### config.mk
export PLATFORM = sky130hd
export DESIGN_NAME = uart_tx_cfg
export DESIGN_NICKNAME = d
export VERILOG_FILES = /design/src/rtl/uart_tx_cfg.sv
export SDC_FILE = /design/constraint.sdc
export NUM_CORES = 1
export LEC_CHECK = 0
export CAP_MARGIN = 20
export CORE_MARGIN = 4
export CORE_UTILIZATION = 30
export DETAILED_ROUTE_END_ITERATION = 16
export GPL_ROUTABILITY_DRIVEN = 1
export PLACE_DENSITY = 0.59
export SLEW_MARGIN = 20
export SYNTH_ARGS = -nofsm -noshare
export SYNTH_HDL_FRONTEND = slang
export SYNTH_SLANG_ARGS = --single-unit
export TNS_END_PERCENT = 20
### constraint.sdc
create_clock -name clock_i -period 3.49 [get_ports clock_i]
set_clock_uncertainty 0.1 [all_clocks]
set_input_delay 0.5235 -clock clock_i [delete_from_list [all_inputs] [get_ports clock_i]]
set_output_delay 0.5235 -clock clock_i [all_outputs]
set_load 0.02 [all_outputs]
### src/rtl/uart_tx_cfg.sv
// uart_tx_cfg -- run-time configurable UART transmitter with a local TX FIFO.
//
// A bus-side writer pushes words into a FIFO. A frame FSM pops them and
// serialises each one as start, DATA_W data bits (LSB first), an optional
// parity bit and one or two stop bits. The bit period is baud_div_i+1 clocks.
//
// Ports
//   clock_i / reset_i     rising-edge clock, synchronous active-high reset
//   data_i, data_write_i  enqueue one word per cycle
//   full_tresh_i          almost-full threshold (0 selects FIFO_DEPTH)
//   baud_div_i            bit period minus one, in clocks
//   parity_mode_i         00/11 none, 01 even, 10 odd
//   stop2_i               two stop bits when set
//   tx_enable_i           allow new frames to start
//   data_buffer_full_o    fill >= effective threshold (registered)
//   data_buffer_empty_o   fill == 0 (registered)
//   fill_level_o          FIFO occupancy 0..FIFO_DEPTH
//   overflow_o            one-cycle pulse when a write is dropped
//   busy_o                FSM not idle
//   uart_tx_o             registered serial line, idle high
module uart_tx_cfg #(
  parameter int DATA_W     = 8,
  parameter int FIFO_DEPTH = 16,
  parameter int DIV_W      = 16,
  localparam int AW        = $clog2(FIFO_DEPTH)
) (
  input  logic              clock_i,
  input  logic              reset_i,
  input  logic [DATA_W-1:0] data_i,
  input  logic              data_write_i,
  input  logic [AW:0]       full_tresh_i,
  input  logic [DIV_W-1:0]  baud_div_i,
  input  logic [1:0]        parity_mode_i,
  input  logic              stop2_i,
  input  logic              tx_enable_i,
  output logic              data_buffer_full_o,
  output logic              data_buffer_empty_o,
  output logic [AW:0]       fill_level_o,
  output logic              overflow_o,
  output logic              busy_o,
  output logic              uart_tx_o
);

  localparam int          BIT_W = $clog2(DATA_W);
  localparam logic [AW:0] DEPTH = (AW+1)'(FIFO_DEPTH);

  typedef enum logic [2:0] {
    S_IDLE,
    S_START,
    S_DATA,
    S_PARITY,
    S_STOP
  } state_t;

  // Per-frame configuration, captured when the word is popped so that
  // input changes mid-frame only affect the next frame.
  typedef struct packed {
    logic             par_en;
    logic             par_bit;
    logic             stop2;
    logic [DIV_W-1:0] div;
  } frame_cfg_t;

  // ---------------------------------------------------------------- FIFO
  logic [DATA_W-1:0] mem [FIFO_DEPTH];
  logic [AW-1:0]     wr_ptr, rd_ptr;
  logic [AW:0]       fill, fill_n, thr_eff;
  logic              push, pop;
  logic [DATA_W-1:0] head;

  assign head    = mem[rd_ptr];
  // A full FIFO still takes a write when the FSM pops in the same cycle.
  assign push    = data_write_i && ((fill != DEPTH) || pop);
  assign thr_eff = (full_tresh_i == '0) ? DEPTH : full_tresh_i;

  always_comb begin
    fill_n = fill;
    case ({push, pop})
      2'b10:   fill_n = fill + (AW+1)'(1);
      2'b01:   fill_n = fill - (AW+1)'(1);
      default: fill_n = fill;
    endcase
  end

  always_ff @(posedge clock_i) begin
    if (push) mem[wr_ptr] <= data_i;
  end

  always_ff @(posedge clock_i) begin
    if (reset_i) begin
      wr_ptr              <= '0;
      rd_ptr              <= '0;
      fill                <= '0;
      data_buffer_full_o  <= 1'b0;
      data_buffer_empty_o <= 1'b1;
      overflow_o          <= 1'b0;
    end else begin
      if (push) wr_ptr <= wr_ptr + AW'(1);
      if (pop)  rd_ptr <= rd_ptr + AW'(1);
      fill                <= fill_n;
      data_buffer_full_o  <= (fill_n >= thr_eff);
      data_buffer_empty_o <= (fill_n == '0);
      overflow_o          <= data_write_i && !push;
    end
  end

  assign fill_level_o = fill;

  // ---------------------------------------------------------------- frame FSM
  state_t            state, state_n;
  logic [DIV_W-1:0]  cnt, cnt_n;
  logic [BIT_W-1:0]  bit_idx, bit_n;
  logic [DATA_W-1:0] shreg, shreg_n;
  frame_cfg_t        cfg, cfg_n, cfg_load;
  logic              start_ok, bit_end, tx_n;

  assign start_ok = tx_enable_i && (fill != '0);
  assign bit_end  = (cnt == cfg.div);

  // Odd parity is the inverse of even; parity_mode_i[1] selects odd.
  assign cfg_load = '{par_en:  (parity_mode_i == 2'b01) || (parity_mode_i == 2'b10),
                      par_bit: (^head) ^ parity_mode_i[1],
                      stop2:   stop2_i,
                      div:     baud_div_i};

  always_comb begin
    state_n = state;
    cnt_n   = cnt;
    bit_n   = bit_idx;
    shreg_n = shreg;
    cfg_n   = cfg;
    pop     = 1'b0;
    tx_n    = 1'b1;

    case (state)
      S_IDLE: begin
        if (start_ok) begin
          pop     = 1'b1;
          state_n = S_START;
          cnt_n   = '0;
          bit_n   = '0;
          shreg_n = head;
          cfg_n   = cfg_load;
        end
      end
      S_START: begin
        if (bit_end) begin
          state_n = S_DATA;
          cnt_n   = '0;
          bit_n   = '0;
        end else begin
          cnt_n = cnt + DIV_W'(1);
        end
      end
      S_DATA: begin
        if (bit_end) begin
          cnt_n   = '0;
          shreg_n = shreg >> 1;
          if (bit_idx == BIT_W'(DATA_W-1)) begin
            state_n = cfg.par_en ? S_PARITY : S_STOP;
            bit_n   = '0;
          end else begin
            bit_n = bit_idx + BIT_W'(1);
          end
        end else begin
          cnt_n = cnt + DIV_W'(1);
        end
      end
      S_PARITY: begin
        if (bit_end) begin
          state_n = S_STOP;
          cnt_n   = '0;
          bit_n   = '0;
        end else begin
          cnt_n = cnt + DIV_W'(1);
        end
      end
      S_STOP: begin
        if (bit_end) begin
          cnt_n = '0;
          if (cfg.stop2 && (bit_idx == '0)) begin
            bit_n = BIT_W'(1);
          end else if (start_ok) begin
            // Back-to-back frame: no idle gap after the last stop bit.
            pop     = 1'b1;
            state_n = S_START;
            bit_n   = '0;
            shreg_n = head;
            cfg_n   = cfg_load;
          end else begin
            state_n = S_IDLE;
            bit_n   = '0;
          end
        end else begin
          cnt_n = cnt + DIV_W'(1);
        end
      end
      default: begin
        state_n = S_IDLE;
        cnt_n   = '0;
        bit_n   = '0;
      end
    endcase

    // The line is registered from the next-state view so it changes on
    // the same edge the FSM enters a bit.
    case (state_n)
      S_START:  tx_n = 1'b0;
      S_DATA:   tx_n = shreg_n[0];
      S_PARITY: tx_n = cfg_n.par_bit;
      default:  tx_n = 1'b1;
    endcase
  end

  always_ff @(posedge clock_i) begin
    if (reset_i) begin
      state     <= S_IDLE;
      cnt       <= '0;
      bit_idx   <= '0;
      shreg     <= '0;
      cfg       <= '0;
      uart_tx_o <= 1'b1;
    end else begin
      state     <= state_n;
      cnt       <= cnt_n;
      bit_idx   <= bit_n;
      shreg     <= shreg_n;
      cfg       <= cfg_n;
      uart_tx_o <= tx_n;
    end
  end

  assign busy_o = (state != S_IDLE);

endmodule

==> results of run 1 <==
## critical path, stage by stage (launching register included)
cell	delay, ps
dfxtp_2	330
xor2_1	160
nor4_2	310
nand4_1	200
o21a_1	270
nor3_4	270
buf_6	140
ha_1	220
a21o_1	190
a21oi_2	140
xnor2_1	70
mux2_2	280
ha_1	280
o21ai_1	70
nand2b_1	80
a21oi_2	130
nor2_1	40
## Yosys cell counts, types with 2 or more instances
library cell  count
a21o_1            3
a21oi_1          29
a222oi_1          7
a22oi_1           8
a22oi_2           2
a31oi_1           3
and2_1            4
and3_1            3
buf_1             3
buf_2             6
buf_6             2
clkbuf_1         18
dfxtp_1          70
edfxtp_1        128
ha_1             17
inv_1            17
mux2i_1           4
mux4_1            3
mux4_2           33
nand2_1          57
nand2b_1         10
nand3_1          11
nand4_1           6
nor2_1           66
nor2b_1           4
nor3_1           11
nor4_1            7
o211ai_1          3
o21ai_0           5
o21ai_1           4
o21bai_1          3
or2_1             2
or3_1             3
xnor2_1          12
xor2_1           32
## layout make-up
cell class | count | area share
clock buffer | 17 | 0.0414
multi-input combinational | 370 | 0.294
timing repair buffer | 100 | 0.0864
inverter | 17 | 0.00622
tap | 372 | 0.0453
sequential | 198 | 0.511
clock inverter | 15 | 0.0156
## per-stage QoR
step,std cells,worst slack (ps)
2_1_floorplan,617,60.7
3_3_place_gp,1054,25.3
3_5_place_dp,1054,-12.0
4_1_cts,1086,5.60
5_1_grt,1089,-140
6_report,1089,86.7
## power breakdown
part / internal (uW) / total [uW] / leakage [uW] / switching, uW
sequential: 2710 / 2860 / 0.00173 / 148
combinational: 1170 / 2370 / 0.00160 / 1200
clock: 953 / 1910 / 0.000278 / 961
total: 4830 / 7150 / 0.00360 / 2310
## final timing paths
check               start            endpoint  slack (ps)  depth (start not counted)
setup reg to reg   cfg[9]  data_buffer_full_o          90                         16
hold / removal    cfg[16]             cfg[16]         370                          2
setup / recovery   cfg[9]  data_buffer_full_o          90                         16
hold reg to reg   cfg[16]             cfg[16]         370                          2
## registers in the layout (all words and copies together) (netlist names), named ones only
name                 cells
mem                    128
cfg                     19
cnt                     16
shreg                    8
fill_level_o             5
rd_ptr                   4
wr_ptr                   4
bit_idx                  3
state                    3
data_buffer_empty_o      1
data_buffer_full_o       1
overflow_o               1
uart_tx_o                1
## logic make-up after synthesis
family | Yosys count | synth area share
AOI/OAI and AO/OA | 76 | 0.0618
muxes | 41 | 0.104
DFF | 198 | 0.626
buffers and inverters | 49 | 0.0284
xor gates and xnor gates | 46 | 0.0506
and+or+nand+nor | 189 | 0.102
adders and majority gates | 18 | 0.0278
## routing by layer
| layer | GRT usage | vias to the layer above | share of wire |
|---|---|---|---|
| met5 | 0 | - | 0 |
| met4 | 0.0334 | 0 | 0.0099 |
| met3 | 0.0268 | 13 | 0.044 |
| met2 | 0.177 | 87 | 0.47 |
| met1 | 0.156 | 2453 | 0.47 |
| li1 | - | 2447 | - |
## what timing repair did
action | CTS | global route
gates resized for setup | 1 | 21
pin swaps | 0 | 12
endpoints found under the setup margin | 1 | 3
endpoints found under the hold margin | 0 | 0
buffers inserted | 0 | 3
==> results_dict.tcl, run 1 <==
set metrics [dict create \
    synth_warnings 0 \
    required_ps 3710 \
    syn_nets 671 \
    grt_pass1_vias 4896 \
    port_buffers 45 \
    route.detailed.drc 0 \
    cp-start-kind "register" \
    grt_overflow 0 \
    hold_class "register to register" \
    synthToLayoutAreaGrowth_pct 22.4 \
    synth.top_cells.by_area "edfxtp_1 (46%), dfxtp_1 (17%), mux4_2 (8.9%)" \
    fill_cells 2598 \
    vias 5000 \
    grt_use_total 0.113 \
    netlist_instances 617 \
    holdWs_ps 365 \
    syn_area_sq_um 8380 \
    vias_per_cell 4.59 \
    num_antenna_cells 0 \
    final_area_sq_um 10300 \
    fin_tns_setup_ps 0 \
    crit_arrival_ps 3620 \
    power_uw 7150 \
    path_class "register to register" \
    drive_gt1_frac 0.202 \
    ys.flop_type "edfxtp_1" \
    final_common_cell "edfxtp_1" \
    yosys.area.top_type "edfxtp_1" \
    period_minus_slack_ps 3400 \
    die_h_um 175 \
    ys_ff_latch 198 \
    cts_tree "done" \
    dpl_cell_area_sq_um 9550 \
    cts_buffers 17 \
    synth_top_area_frac 0.458 \
    initialDrtViolationCount 354 \
    drt_pass1_iterations 5 \
    fin_nets 758 \
    rsz0062_at_grt "true" \
    async_reset_ff_frac 0 \
    antenna_found_initial 0 \
    grt_max_degree 33 \
    multi_input_area_sq_um 3010 \
    start_util 0.308 \
    wl_per_cell_um 15.9 \
    yosysUniqueCellTypes 56 \
    cts-root-buf "clkbuf_16" \
    synth_edf_count 128 \
    wl_um 17300 \
    rows 60 \
    max_freq_mhz 294 \
    tightestPinTransition_ps 572 \
    die_x_um 175 \
    setup.worst_path.end_class "register" \
    holdBufCountCts 0 \
    p_per_area_nw_per_um2 696 \
    gp_congestion 0.805 \
    regArea_sq_um 5250 \
    fin_crit_sh 0.975 \
    status "finished, final reports clean" \
    clockBufferDepth 2 \
    worstSkewPairLatency_ps 440 \
    critPathMaxFanout 4 \
    grt_pass1_wl_um 27000 \
    hpwl_um 11800 \
    clk_pin_slew_worst_paths_ps 70 \
    slew_violations 0 \
    layout_common_cells "edfxtp_1 (128), dfxtp_1 (67), nor2_1 (65), nand2_1 (57), buf_4 (52)" \
    ir_drop_mv 0.351 \
    ant_nets 0 \
    coreArea_sq_um 27300 \
    yosysSeqAreaShare 0.626 \
    max_slew_margin 0.618 \
    clock_sinks 198 \
    drv_cap 0 \
    hold_viol 0 \
    setup_viol 0 \
    p_leak_uw 0.00360 \
    die-area_sq_um 30700 \
    io_pins 46 \
    fin_util 0.377 \
    h-tree-depth 4 \
    synth_area_per_cell_sq_um 13.6 \
]
No activity file was read; power rests on OpenSTA's default activity.
==> inputs of run 2 (changes only) <==
--- a/config.mk
+++ b/config.mk
@@ -5,12 +5,14 @@
 export SDC_FILE = /design/constraint.sdc
 export NUM_CORES = 1
 export LEC_CHECK = 0
+export ABC_AREA = 1
 export CAP_MARGIN = 20
 export CORE_MARGIN = 4
 export CORE_UTILIZATION = 30
 export DETAILED_ROUTE_END_ITERATION = 16
 export GPL_ROUTABILITY_DRIVEN = 1
 export PLACE_DENSITY = 0.59
+export SETUP_SLACK_MARGIN = 0.1
 export SLEW_MARGIN = 20
 export SYNTH_ARGS = -nofsm -noshare
 export SYNTH_HDL_FRONTEND = slang
==> run 2 against run 1 <==
  * Flip-flop and latch count stayed put
  * Worst setup slack better by 260 ps
  * Area after synthesis is 8.6% higher
  * Clock power is 5% higher
  * Critical path depth is 3 higher
  * Routed wire length is 19% higher
  * Maximum frequency is 8.4% higher
  * Sequential power hardly changed
==> results_dict.tcl, run 2 <==
set metrics [dict create \
    ant_nets 0 \
    yosysSeqAreaShare 0.576 \
    initialDrtViolationCount 427 \
    status "finished, final reports clean" \
    grt_overflow 0 \
    syn_nets 1067 \
    hold-path-cell-count 2 \
    antenna_found_initial 0 \
    final_common_cell "nand2_1" \
    synth_area_per_cell_sq_um 8.99 \
    cp-start-kind "register" \
    ys.flop_type "edfxtp_1" \
    yosys.area.top_type "edfxtp_1" \
    period_minus_slack_ps 3140 \
    m1WireLength_um 9680 \
    vias 6798 \
    start_util 0.306 \
    h-tree-depth 4 \
    wl_um 20600 \
    hold_class "register to register" \
    netlist_instances 1013 \
    setup_viol 0 \
    clock_sinks 198 \
    required_ps 3710 \
    worstSkewPairLatency_ps 440 \
    synth_edf_count 128 \
    slew_violations 0 \
    tightestPinTransition_ps 909 \
    timing.rr.start "cnt[5]" \
    cts-root-buf "clkbuf_16" \
    hold_viol 0 \
    route.detailed.drc 0 \
    ir_drop_mv 0.369 \
    port_buffers 45 \
    drive_gt1_frac 0.0984 \
    crit_arrival_ps 3360 \
    vias_per_cell 4.60 \
    die_x_um 182 \
    num_antenna_cells 0 \
    p_leak_uw 0.00427 \
    synth.most_common_cell "nand2_1" \
    yosysUniqueCellTypes 46 \
    worstReg2RegEnd "data_buffer_full_o" \
    layout_common_cells "nand2_1 (267), edfxtp_1 (128), nor2_1 (110), inv_1 (103), nand3_1 (94)" \
    fin_tns_setup_ps 0 \
    path_class "register to register" \
    grt_pass1_wl_um 33100 \
    hpwl_um 13300 \
    async_reset_ff_frac 0 \
    grt_pass1_vias 6431 \
    die-area_sq_um 33200 \
    drv_cap 0 \
    syn_area_sq_um 9110 \
    synthToLayoutAreaGrowth_pct 17.9 \
    hp-start "cfg[4]" \
    grt_max_degree 73 \
    drt_pass1_iterations 5 \
    die_h_um 182 \
    p_per_area_nw_per_um2 709 \
    holdPathEnd "cfg[4]" \
    max_freq_mhz 319 \
    fin_crit_sh 0.899 \
    synth_warnings 0 \
    wl_met3_um 616 \
    largest_register "mem" \
    clk_pin_slew_worst_paths_ps 80 \
    cts_tree "done" \
    grt_use_total 0.124 \
    ff2ff_setup_slack_ps 350 \
    coreArea_sq_um 29800 \
    rr_worst_depth 19 \
    yosys-top-cells-count "nand2_1 (268), edfxtp_1 (128), nor2_1 (111)" \
    routed.top_layer "met4" \
    wl_per_cell_um 13.9 \
    max_slew_margin 0.393 \
    synth.top_cells.by_area "edfxtp_1 (42%), dfxtp_1 (15%), nand2_1 (11%)" \
    fill_cells 3020 \
    gp_congestion 0.782 \
    rsz0062_at_grt "false" \
    cts_buffers 17 \
    largestRegisters "mem: 128 flops, cfg: 19 flops, cnt: 16 flops" \
    wl_met2_um 10000 \
    rows 63 \
    critPathMaxFanout 7 \
    io_pins 46 \
    ys_ff_latch 198 \
    setup.worst_path.end_class "register" \
    fin_nets 1128 \
    largest_reg_flops 128 \
    power_uw 7610 \
    clockBufferDepth 2 \
    synth_top_area_frac 0.422 \
]
==> run 2: area by class of cell <==
cell class	instances	area, sq um	share of cell area
tap	390	488	0.0454
clock buffer	18	429	0.0400
multi-input combinational	663	3260	0.304
sequential	198	5250	0.489
timing repair buffer	77	707	0.0658
clock inverter	14	163	0.0151
inverter	117	442	0.0411
==> run 2: where the power goes <==
part / switching [uW] / internal (uW) / leakage [uW]
registers: 140 / 2720 / 0.00173
clock network: 934 / 1080 / 0.000290
logic: 1780 / 967 / 0.00226
==> run 2: how the worst max path moves through the flow <==
stage	startpoint	end	slack, ps	depth (start not counted)
after CTS	cnt[12]	data_buffer_full_o	220	22
after global placement	tx_enable_i	data_buffer_full_o	200	19
after global routing	cnt[4]	data_buffer_full_o	90	22
final	cnt[5]	data_buffer_full_o	350	19
after floorplan	cnt[0]	data_buffer_full_o	410	21
after detailed placement	tx_enable_i	data_buffer_full_o	170	19
==> run 2: kinds of logic (layout without fill, tap and decap cells) <==
group / count (synthesis) / in the layout / synth area share
simple gates: 518 / 518 / 0.244
flops: 198 / 198 / 0.576
buf+inv: 152 / 226 / 0.0702
compound gates: 112 / 112 / 0.0702
fa+ha+maj: 18 / 18 / 0.0255
xor+xnor: 15 / 15 / 0.0144
==> run 2: metrics by stage <==
stage	util	setup WS (ps)	area (sq um)	hold WS, ps	std cells
2_1_floorplan	-	415	9110	344	1013
3_3_place_gp	0.338	202	10100	361	1443
3_5_place_dp	0.338	169	10100	363	1443
4_1_cts	0.358	220	10700	374	1475
5_1_grt	0.361	93.7	10700	407	1477
6_report	0.361	351	10700	371	1477
==> run 2: timing repair <==
action | in CTS | in global routing
setup endpoints to repair | 0 | 1
gates resized for setup | 0 | 12
hold buffers | 0 | 0
setup buffers | 0 | 2
==> run 2: worst max-delay path: stages (launching register included) <==
cell and delay, ps:
dfxtp_1 320, inv_2 80, or2_2 110, nand4_1 140, nor4_4 340, nand2_4 100, nand2_4 80, nand3_4 70
inv_2 80, nand2_4 90, fa_1 490, inv_1 40, nand2_1 70, nand2_1 70, ha_1 290, a21oi_1 160
o21bai_1 80, a21o_1 150, a21oi_1 120, nor2_1 50
==> run 2: routing by layer <==
| layer | up-vias | track usage |
|---|---|---|
| met5 | - | 0 |
| met4 | 0 | 0.0345 |
| met3 | 13 | 0.0231 |
| met2 | 109 | 0.213 |
| met1 | 3213 | 0.161 |
| li1 | 3463 | - |
